## src/rtl/fetch_cancel_tracker.sv

```systemverilog
// ---------------------------------------------------------------------------
// fetch_cancel_tracker
//
// Counts fetch requests that memory has accepted but not yet answered.
// After a redirect it marks every one of those requests as wrong-path, so
// that IF drops their responses when they return. Redirects can come from
// several sources, and a redirect that arrives while the previous one is
// still draining simply reloads the cancel count.
//
// Optional feature macro: FETCH_CANCEL_ERR_CHK_EN
//   defined   : err is a sticky flag for protocol violations (a response
//               with nothing outstanding, or a request while full)
//   undefined : err is tied to 0
//
// Ports
//   clk             clock, all state changes on the rising edge
//   rst             asynchronous reset, active low
//   req_fire        memory accepted a fetch request this cycle
//   resp_fire       a fetch response returned this cycle
//   flush           redirect requests, one bit per source; higher index wins
//   outstanding_cnt accepted requests not yet answered
//   cancel_cnt      outstanding responses still to be discarded
//   resp_discard    the current response is wrong-path and must be dropped
//   req_block       the tracker is full; pre-IF must not fire a request
//   draining        FSM is in DRAIN
//   last_flush_src  one-hot source of the most recent redirect
//   err             protocol error flag
//
// FSM states
//   state | meaning
//   IDLE  | no wrong-path responses pending (cancel_cnt == 0)
//   DRAIN | wrong-path responses still to be discarded
// ---------------------------------------------------------------------------
module fetch_cancel_tracker #(
    parameter int MAX_OUTSTANDING = 4,
    parameter int CNT_W           = 3,
    parameter int NUM_FLUSH       = 2
) (
    input  logic                 clk,
    input  logic                 rst,
    input  logic                 req_fire,
    input  logic                 resp_fire,
    input  logic [NUM_FLUSH-1:0] flush,
    output logic [CNT_W-1:0]     outstanding_cnt,
    output logic [CNT_W-1:0]     cancel_cnt,
    output logic                 resp_discard,
    output logic                 req_block,
    output logic                 draining,
    output logic [NUM_FLUSH-1:0] last_flush_src,
    output logic                 err
);

    localparam logic [CNT_W-1:0] MAX_CNT = CNT_W'(MAX_OUTSTANDING);
    localparam logic [CNT_W-1:0] ONE     = CNT_W'(1);

    typedef enum logic {
        IDLE  = 1'b0,
        DRAIN = 1'b1
    } state_t;

    state_t                 state;
    state_t                 state_next;
    logic                   req_eff;
    logic                   resp_eff;
    logic                   flush_any;
    logic [CNT_W-1:0]       outstanding_next;
    logic [CNT_W-1:0]       cancel_next;
    logic [NUM_FLUSH-1:0]   flush_onehot;

    always_comb begin
        req_eff      = req_fire && (outstanding_cnt != MAX_CNT);
        resp_eff     = resp_fire && (outstanding_cnt != '0);
        // Judged against the pre-flush count: a response landing in the
        // flush cycle belongs to a request issued before the redirect was
        // known, and only already-cancelled ones are dropped.
        resp_discard = resp_eff && (cancel_cnt != '0);
        flush_any    = |flush;

        outstanding_next = outstanding_cnt;
        if (req_eff && !resp_eff) begin
            outstanding_next = outstanding_cnt + ONE;
        end else if (!req_eff && resp_eff) begin
            outstanding_next = outstanding_cnt - ONE;
        end

        // A redirect cancels everything still in flight after this cycle,
        // including a request accepted in the same cycle on the old path.
        if (flush_any) begin
            cancel_next = outstanding_next;
        end else if (resp_discard) begin
            cancel_next = cancel_cnt - ONE;
        end else begin
            cancel_next = cancel_cnt;
        end

        flush_onehot = '0;
        for (int i = 0; i < NUM_FLUSH; i++) begin
            if (flush[i]) begin
                flush_onehot    = '0;
                flush_onehot[i] = 1'b1;
            end
        end
    end

    always_comb begin
        state_next = state;
        case (state)
            IDLE: begin
                if (flush_any && (outstanding_next != '0)) begin
                    state_next = DRAIN;
                end
            end
            DRAIN: begin
                if (cancel_next == '0) begin
                    state_next = IDLE;
                end
            end
            default: state_next = IDLE;
        endcase
    end

    always_ff @(posedge clk or negedge rst) begin
        if (!rst) begin
            state           <= IDLE;
            outstanding_cnt <= '0;
            cancel_cnt      <= '0;
            last_flush_src  <= '0;
        end else begin
            state           <= state_next;
            outstanding_cnt <= outstanding_next;
            cancel_cnt      <= cancel_next;
            if (flush_any) begin
                last_flush_src <= flush_onehot;
            end
        end
    end

`ifdef FETCH_CANCEL_ERR_CHK_EN
    always_ff @(posedge clk or negedge rst) begin
        if (!rst) begin
            err <= 1'b0;
        end else if ((resp_fire && (outstanding_cnt == '0)) ||
                     (req_fire && (outstanding_cnt == MAX_CNT))) begin
            err <= 1'b1;
        end
    end
`else
    assign err = 1'b0;
`endif

    assign req_block = (outstanding_cnt == MAX_CNT);
    assign draining  = (state == DRAIN);

    a_state_matches_cancel : assert property (
        @(posedge clk) disable iff (!rst) (state == DRAIN) == (cancel_cnt != '0));

    a_cancel_le_outstanding : assert property (
        @(posedge clk) disable iff (!rst) cancel_cnt <= outstanding_cnt);

endmodule

```

## config.mk

```make
export PLATFORM = sky130hd
export DESIGN_NAME = fetch_cancel_tracker
export DESIGN_NICKNAME = d
export VERILOG_FILES = /design/src/rtl/fetch_cancel_tracker.sv
export SDC_FILE = /design/constraint.sdc
export NUM_CORES = 1
export LEC_CHECK = 0
export ABC_CLOCK_PERIOD_IN_PS = 3000
export CORE_UTILIZATION = 50
export CTS_CLUSTER_SIZE = 8
export DETAILED_ROUTE_END_ITERATION = 7
export PLACE_DENSITY = 0.85
export SLEW_MARGIN = 10
export SYNTH_ARGS = -nofsm -noshare
export SYNTH_HDL_FRONTEND = slang
export SYNTH_SLANG_ARGS = --single-unit
```

## constraint.sdc

```tcl
create_clock -name clk -period 3 [get_ports clk]
set_input_delay 0.6 -clock clk [delete_from_list [all_inputs] [get_ports clk]]
set_output_delay 0.6 -clock clk [all_outputs]
set_load 0.005 [all_outputs]
```

# --- Word level (Yosys, flattened, before mapping) ---
# Cells that the tools add are included.
word_totals:
  output_inout_bits: 12
  inputBits: 6
  ff_bits: 9
  wordCells: 32
classes:
  n_mux: 9
  eq_ne: 2
  add_sub_neg: 3
  n_reduce_logical: 13
  n_bitwise: 1
ops:
  columns: ["cell", "n"]
  rows:
  - ["$mux 3", 4]
  - ["$reduce_bool 3->1", 3]
  - ["$logic_and 1x1->1", 6]
  - ["$sub 3x1->3 const B", 2]
  - ["$add 3x1->3 const B", 1]
  - ["$eq 3x3->1 const B", 1]
  - ["$logic_not 3->1", 1]
  - ["$mux 1", 3]
  - ["$ne 3x3->1 const B", 1]
  - ["$logic_not 1->1", 2]
  - ["$mux 2", 1]
  - ["$pmux 1 s2", 1]
  - ["$reduce_or 2->1", 1]
  - ["$not 1->1", 1]

# --- Depth between registers and ports, before layout ---
# Gate-level depths: netlist of run 1.
logic_depth:
  ltp_word: 10
  mapped_depth: 9
  mapped_depth_nobuf: 9

# --- Worst setup path after synthesis of run 1 ---
# Ideal clock, no wire load.
synth_timing:
  path_type: "input to register"
  from: "input port resp_fire"
  to: "register state, in the netlist draining"
  setup_slack_ns: 1.013
  stages: 7
  setup_time_ns: 0.142
  arrival_ns: 1.846
  t_required_ns: 2.858
  n_path_buf: 1
  cell_sequence: "buf_6 mux2_2 o221ai_2 a22oi_2 mux2_4 o31ai_2 o211ai_1"
synth_between:
  elab_chain_len: 8
synth_lines:
  columns: ["element", "line", "text"]
  rows:
  - ["start, declared", "42", "input logic resp_fire,"]
  - ["$logic_and 1x1->1 (*)", "72", "resp_eff = resp_fire && (outstanding_cnt != '0);"]
  - ["$logic_and 1x1->1 / $logic_not 1->1 (equally long branches)", "82, 80", null]
  - ["$mux 3 / $logic_and 1x1->1 (equally long branches)", "82, 80", null]
  - ["$mux 3 (*)", "80", "if (req_eff && !resp_eff) begin"]
  - ["net outstanding_next[1]", "66", "logic [CNT_W-1:0] outstanding_next;"]
  - ["$mux 3 (*)", "88", "if (flush_any) begin"]
  - ["net cancel_next[1]", "67", "logic [CNT_W-1:0] cancel_next;"]
  - ["$logic_not 3->1 (*)", "114", "if (cancel_next == '0) begin"]
  - ["$mux 1 (*)", "114", null]
  - ["$pmux 1 s2 (*)", "107", "case (state)"]
  - ["net state_next", "62", "state_t state_next;"]
  - ["end signal, assigned", "129", "state <= state_next;"]
  - ["end, declared", "61", "state_t state;"]
# Mark *: on every way through the listed nets, which the timed path passes. The rest lies on a longest branch.
# A chain may end at the register's enable or synchronous reset.

# --- Worst setup path in the final report of run 1 ---
layout_timing:
  from: "register outstanding_cnt[0]"
  to: "output port resp_discard"
layout_between:
  elab_chain_len: 3
layout_lines:
  columns: ["element", "line", "text"]
  rows:
  - ["start, declared", "44", "output logic [CNT_W-1:0] outstanding_cnt,"]
  - ["start signal, assigned", "130", "outstanding_cnt <= outstanding_next;"]
  - ["$reduce_bool 3->1", "72", null]
  - ["$logic_and 1x1->1", "72", null]
  - ["$logic_and 1x1->1", "76", "resp_discard = resp_eff && (cancel_cnt != '0);"]
  - ["end, declared", "46", "output logic resp_discard,"]
# Every way passes these cells.

==> results of run 1 <==
[cell usage after synthesis, drive strengths merged]
master  count
conb        1
nand3       3
dfrtp       9
nand3b      2
a22oi       1
o22ai       1
mux2        2
nor2b       2
inv         8
o31ai       1
or2b        1
a21boi      1
o21ai       7
xnor2       2
ha          5
nor2        7
o211ai      2
a21oi       1
and2        2
a21o        1
o311a       1
o221ai      2
mux2i       1
nand2       4
buf         4
nand2b      3
a221oi      1
[how the worst min path moves through the flow]
stage	cells after the start	endpoint	startpoint
after floorplan	0	cancel_cnt[0]$_DFF_PN0_	rst
after global placement	1	last_flush_src[1]$_DFFE_PN0N_	last_flush_src[1]$_DFFE_PN0N_
after detailed placement	1	last_flush_src[1]$_DFFE_PN0N_	last_flush_src[1]$_DFFE_PN0N_
after CTS	1	last_flush_src[1]$_DFFE_PN0N_	last_flush_src[1]$_DFFE_PN0N_
after global routing	1	last_flush_src[1]$_DFFE_PN0N_	last_flush_src[1]$_DFFE_PN0N_
final	1	last_flush_src[1]$_DFFE_PN0N_	last_flush_src[1]$_DFFE_PN0N_
[state kept, by name (all words and copies together) (netlist names)]
| register | cells |
|---|---|
| cancel_cnt | 3 |
| outstanding_cnt | 3 |
| last_flush_src | 2 |
| draining | 1 |
[logic make-up (layout without fill, tap and decap cells)]
kind of cell,count (synthesis),in the layout,synth area share
fa+ha+maj,5,5,0.0924
mux,3,3,0.0536
other cells,1,1,0.00554
flops,9,9,0.333
buf+inv,12,30,0.0961
xor+xnor,2,2,0.0259
simple gates,24,24,0.181
compound gates,19,19,0.213
[area by class of cell]
cell class	instances	area, um2
clock buffer	4	26.3
fill	94	325
inverter	8	30.0
multi-input combinational	54	387
sequential	9	225
tap	14	17.5
timing repair buffer	18	175
[per-layer routing]
| metal | vias to the layer above | share of wire | global-route usage |
|---|---|---|---|
| li1 | 297 | - | - |
| met1 | 247 | 0.49 | 0.315 |
| met2 | 17 | 0.46 | 0.346 |
| met3 | 2 | 0.046 | 0.0578 |
| met4 | 0 | 0.0082 | 0.129 |
| met5 | - | 0 | 0 |
[report_power, final]
group          switching, mW  leakage, nW  internal [mW]  total (mW)
Clock                 0.0415       0.0150         0.0512      0.0928
Combinational          0.228        0.264          0.276       0.504
Sequential            0.0666        0.107          0.172       0.239
[per-stage QoR]
stage               cells  worst slack, ns
floorplan              75             1.01
global placement      103            0.426
detailed placement    103            0.374
CTS                   107            0.355
global route          107            0.222
finish                107            0.363
[worst max-delay path: stages (launching register included)]
cell and delay, ns:
dfrtp_1 0.43, inv_1 0.09, ha_1 0.30, nand2b_1 0.12
nand3b_1 0.15, inv_1 0.16, clkdlybuf4s50_1 0.52
==> flow_summary.json, run 1 <==
{
  "rsz0062_at_grt": "no",
  "first_global_vias": 530,
  "design.die.area_um2": 1510,
  "synthTopCellsByArea": "dfrtp_1 33%, ha_1 9.2%, o21ai_0 5.2%",
  "syn_nets": 86,
  "pwr_density_cell_nw_per_um2": 971,
  "die_x_um": 38.8,
  "grt_pass1_wl_mm": 2.29,
  "route.vias.total": 563,
  "area_growth_syn_to_layout_pct": 27.2,
  "yosysWarnings": 0,
  "period_needed_ns": 2.64,
  "io_buffers": 16,
  "syn_inst": 75,
  "cp-end-kind": "output port",
  "r2r_cells": 7,
  "cp-start-kind": "flip-flop",
  "crit_type": "reg -> out",
  "grtUsageTotal": 0.236,
  "dp_hpwl_mm": 1.00,
  "fin_nets": 105,
  "crit_start": "outstanding_cnt[0]$_DFF_PN0_",
  "fmax_ghz": 0.379,
  "timing.hold.ws_ns": 0.487,
  "final_area_um2": 861,
  "clk_path_buf_depth": 2,
  "cp.arrival_ns": 2.04,
  "cts_hold_buf": 0,
  "routed_wirelength_mm": 1.34,
  "most-common-layout-cells": "16 x clkdlybuf4s50_1, 9 x dfrtp_1, 8 x inv_1",
  "setup_tns_ns": 0,
  "antenna_found_initial": 0,
  "synth_seq_cells": 9,
  "synth.largest_area_cell": "dfrtp_1",
  "period_share": 0.879,
  "tritoncts.num_buffers": 3,
  "ant_nets": 0,
  "synth_top_area_frac": 0.333,
  "wl_per_cell_um": 12.6,
  "cellLeakagePower_nw": 0.386,
  "rows": 12,
  "skew_ns": 0.00370,
  "layout_commonest_cell": "clkdlybuf4s50_1",
  "cts_root_buf": "clkbuf_4",
  "htree_num_levels": 1,
  "cts_resized": 0,
  "outcome": "finished, final reports clean",
  "hp-class": "reg -> reg",
  "maxCapViolCount": 0,
  "critPathMaxFanout": 8,
  "setup_violations": 0,
  "place.gp.congestion": 0.796,
  "ys_seq_area_frac": 0.333,
  "drt_pass1_iterations": 4,
  "final_util": 0.726,
  "avgSynthCellArea_um2": 9.03,
  "syn_area_um2": 677,
  "worstPathRequired_ns": 2.40,
  "cts.sinks": 9,
  "r2r_start": "outstanding_cnt[0]$_DFF_PN0_",
  "viasPerCell": 5.26,
  "drive_gt1_frac": 0.108,
  "fp.dieH_um": 38.8,
  "initial_core_util": 0.571,
  "placed_area_um2": 835,
  "post_cts_buffers": 0,
  "grt_max_degree": 14,
  "drv_slew": 0,
  "cts.clk_slew.worst_paths_ns": 0.06,
  "reg2reg_slack_ns": 0.88,
  "ir_worst_vdd_uv": 549,
  "drcViolationCount": 0,
  "cts_tree": "done",
  "grt_overflow": 0,
  "ys_types": 31,
  "hold_viol": 0,
  "rr_endpoint": "draining$_DFF_PN0_",
  "worstSkewPairLatency_ns": 0.26,
  "drtIter0Drc": 11,
  "power.total_uw": 836,
  "diodes": 0,
  "crit_end": "resp_discard",
  "coreArea_um2": 1190,
  "num_io_pins": 18
}
(Power assumes the default switching activity.)
==> run 2, diff against run 1 <==
ABC_CLOCK_PERIOD_IN_PS = 2400   (was 3000)
CORE_UTILIZATION = 42   (was 50)
GPL_TIMING_DRIVEN = 0   (was not set)
PLACE_DENSITY = 0.77   (was 0.85)
clock period = 2.4 ns   (was 3 ns; I/O delays follow)
==> run 2 against run 1 <==
Worst setup slack worse by 0.16 ns. Total power up 39%. Largest power group unchanged. Combinational power up 53%. Highest routed layer unchanged.
==> flow_summary.json, run 2 (same netlist as run 1, synthesis figures left out) <==
{
  "r2r_start": "cancel_cnt[1]$_DFF_PN0_",
  "rsz0062_at_grt": "no",
  "multi_input_area_um2": 389,
  "r2r_cells": 9,
  "setup_slack_ns": 0.204,
  "place.gp.congestion": 0.767,
  "hp-class": "reg -> reg",
  "worst-path-buf-inv": 2,
  "setup_violations": 0,
  "grt_max_degree": 11,
  "grt_use_met1": 0.213,
  "drtIter0Drc": 12,
  "grt_pass1_wl_mm": 2.27,
  "top_regs": "cancel_cnt: 3 flops, outstanding_cnt: 3 flops, last_flush_src: 2 flops",
  "fp.dieH_um": 42.1,
  "coreArea_um2": 1510,
  "die_x_um": 42.1,
  "cts_tree": "done",
  "cts_root_buf": "clkbuf_4",
  "grt_overflow": 0,
  "grtUsageTotal": 0.168,
  "drive_gt1_frac": 0.228,
  "num_io_pins": 18,
  "use_met2": 0.259,
  "grt.busiest_layer": "met2",
  "outcome": "finished, final reports clean",
  "cts.sinks": 9,
  "maxCapViolCount": 0,
  "grt_use_met3": 0.0345,
  "cp.arrival_ns": 2.32,
  "fmax_ghz": 0.455,
  "rows": 14,
  "layout_commonest_cell": "clkdlybuf4s50_1",
  "pre_cts_ws_ns": -0.0657,
  "viasPerCell": 5.32,
  "initial_core_util": 0.449,
  "relSlewSlack": 0.634,
  "pwr_density_cell_nw_per_um2": 1250,
  "ir_worst_vdd_uv": 592,
  "period_needed_ns": 2.20,
  "cp-end-kind": "flip-flop",
  "crit_start": "req_fire",
  "power.total_mw": 1.17,
  "cp-start-kind": "input pin",
  "regArea_um2": 226,
  "tritoncts.num_buffers": 3,
  "cts.clk_slew.worst_paths_ns": 0.07,
  "path_depth": 8,
  "drt_pass1_iterations": 4,
  "setup_tns_ns": 0,
  "cp_top_family": "compound AO/OA/AOI/OAI gates",
  "diodes": 0,
  "critPathMaxFanout": 10,
  "routed_wirelength_mm": 1.51,
  "clk_path_buf_depth": 2,
  "cellLeakagePower_nw": 0.440,
  "wl_per_cell_um": 12.9,
  "hold_viol": 0,
  "area_growth_syn_to_layout_pct": 37.9,
  "dp_hpwl_mm": 1.06,
  "design.die.area_um2": 1780,
  "period_share": 0.915,
  "crit_type": "in -> reg",
  "worstSkewPairLatency_ns": 0.26,
  "first_global_vias": 550,
  "drv_slew": 0,
  "io_buffers": 15,
  "crit_end": "draining$_DFF_PN0_",
  "rr_endpoint": "draining$_DFF_PN0_",
  "worstPathCellList": "clkdlybuf4s50_1, buf_6, and2_1, o21ai_0, a22oi_2, mux2_4, o31ai_2, o211ai_1",
  "route.vias.total": 622,
  "final_util": 0.620,
  "cp_slowest_cell": "clkdlybuf4s50_1",
  "worstPathRequired_ns": 2.52,
  "fillers": 126,
  "timing.hold.ws_ns": 0.481,
  "htree_num_levels": 1,
  "antenna_found_initial": 0,
  "ant_nets": 0,
  "most-common-layout-cells": "14 x clkdlybuf4s50_1, 8 x buf_4, 8 x dfrtp_1",
  "tightest_slew_ns": 0.547,
  "cts_hold_buf": 0,
  "cp_slowest_stage_delay_ns": 0.46,
  "skew_ns": 0.00183,
  "reg2reg_slack_ns": 0.29,
  "fin_nets": 113,
  "drcViolationCount": 0
}
-- run 2: routing by layer --
| layer | vias up | part of all wire |
|---|---|---|
| li1 | 308 | - |
| met1 | 303 | 0.45 |
| met2 | 9 | 0.51 |
| met3 | 2 | 0.036 |
| met4 | 0 | 0.0060 |
| met5 | - | 0 |
-- run 2: layout make-up --
class                      count  area share
tap                           16      0.0214
inverter                       8      0.0322
clock inverter                 1     0.00536
multi-input combinational     54       0.417
buffer                         4      0.0375
sequential                     9       0.243
timing repair buffer          22       0.220
clock buffer                   3      0.0241
-- run 2: worst min path at each step --
stage,from,endpoint,slack (ns),cells after the start
2_1_floorplan,rst,cancel_cnt[0]$_DFF_PN0_,0.18,0
3_3_place_gp,last_flush_src[1]$_DFFE_PN0N_,last_flush_src[1]$_DFFE_PN0N_,0.47,1
3_5_place_dp,last_flush_src[1]$_DFFE_PN0N_,last_flush_src[1]$_DFFE_PN0N_,0.47,1
4_1_cts,last_flush_src[1]$_DFFE_PN0N_,last_flush_src[1]$_DFFE_PN0N_,0.49,1
5_1_grt,last_flush_src[1]$_DFFE_PN0N_,last_flush_src[1]$_DFFE_PN0N_,0.51,1
6_report,last_flush_src[1]$_DFFE_PN0N_,last_flush_src[1]$_DFFE_PN0N_,0.48,1
-- run 2: through the flow --
step	cells	instance area [um2]
global placement	106	847
floorplan	75	677
CTS	111	886
global route	117	933
detailed placement	106	847
finish	117	933
-- run 2: repair_timing --
| action | 4_1_cts | 5_1_grt |
|---|---|---|
| setup endpoints to repair | 1 | 1 |
| cloned | 0 | 0 |
| resized for setup | 3 | 1 |
| buffers inserted | 1 | 6 |
-- run 2: power breakdown --
part | switching [mW] | internal [mW]
sequential | 0.0584 | 0.218
clock | 0.0576 | 0.0615
combinational | 0.346 | 0.425
-- run 2: worst reg2reg max path: stages, from the launching register on --
cell and delay, ns:
dfrtp_1 0.36, inv_1 0.07, ha_1 0.18, ha_1 0.17
nand3b_1 0.24, buf_4 0.19, mux2i_1 0.12, mux2_4 0.27
o31ai_2 0.24, o211ai_1 0.13
==> run 3, diff against run 2 <==
CORE_MARGIN = 1   (was not set)
SLEW_MARGIN = 20   (was 10)
==> results of run 3 <==
No change in the layout: final DEF, timing and power equal those of run 2.
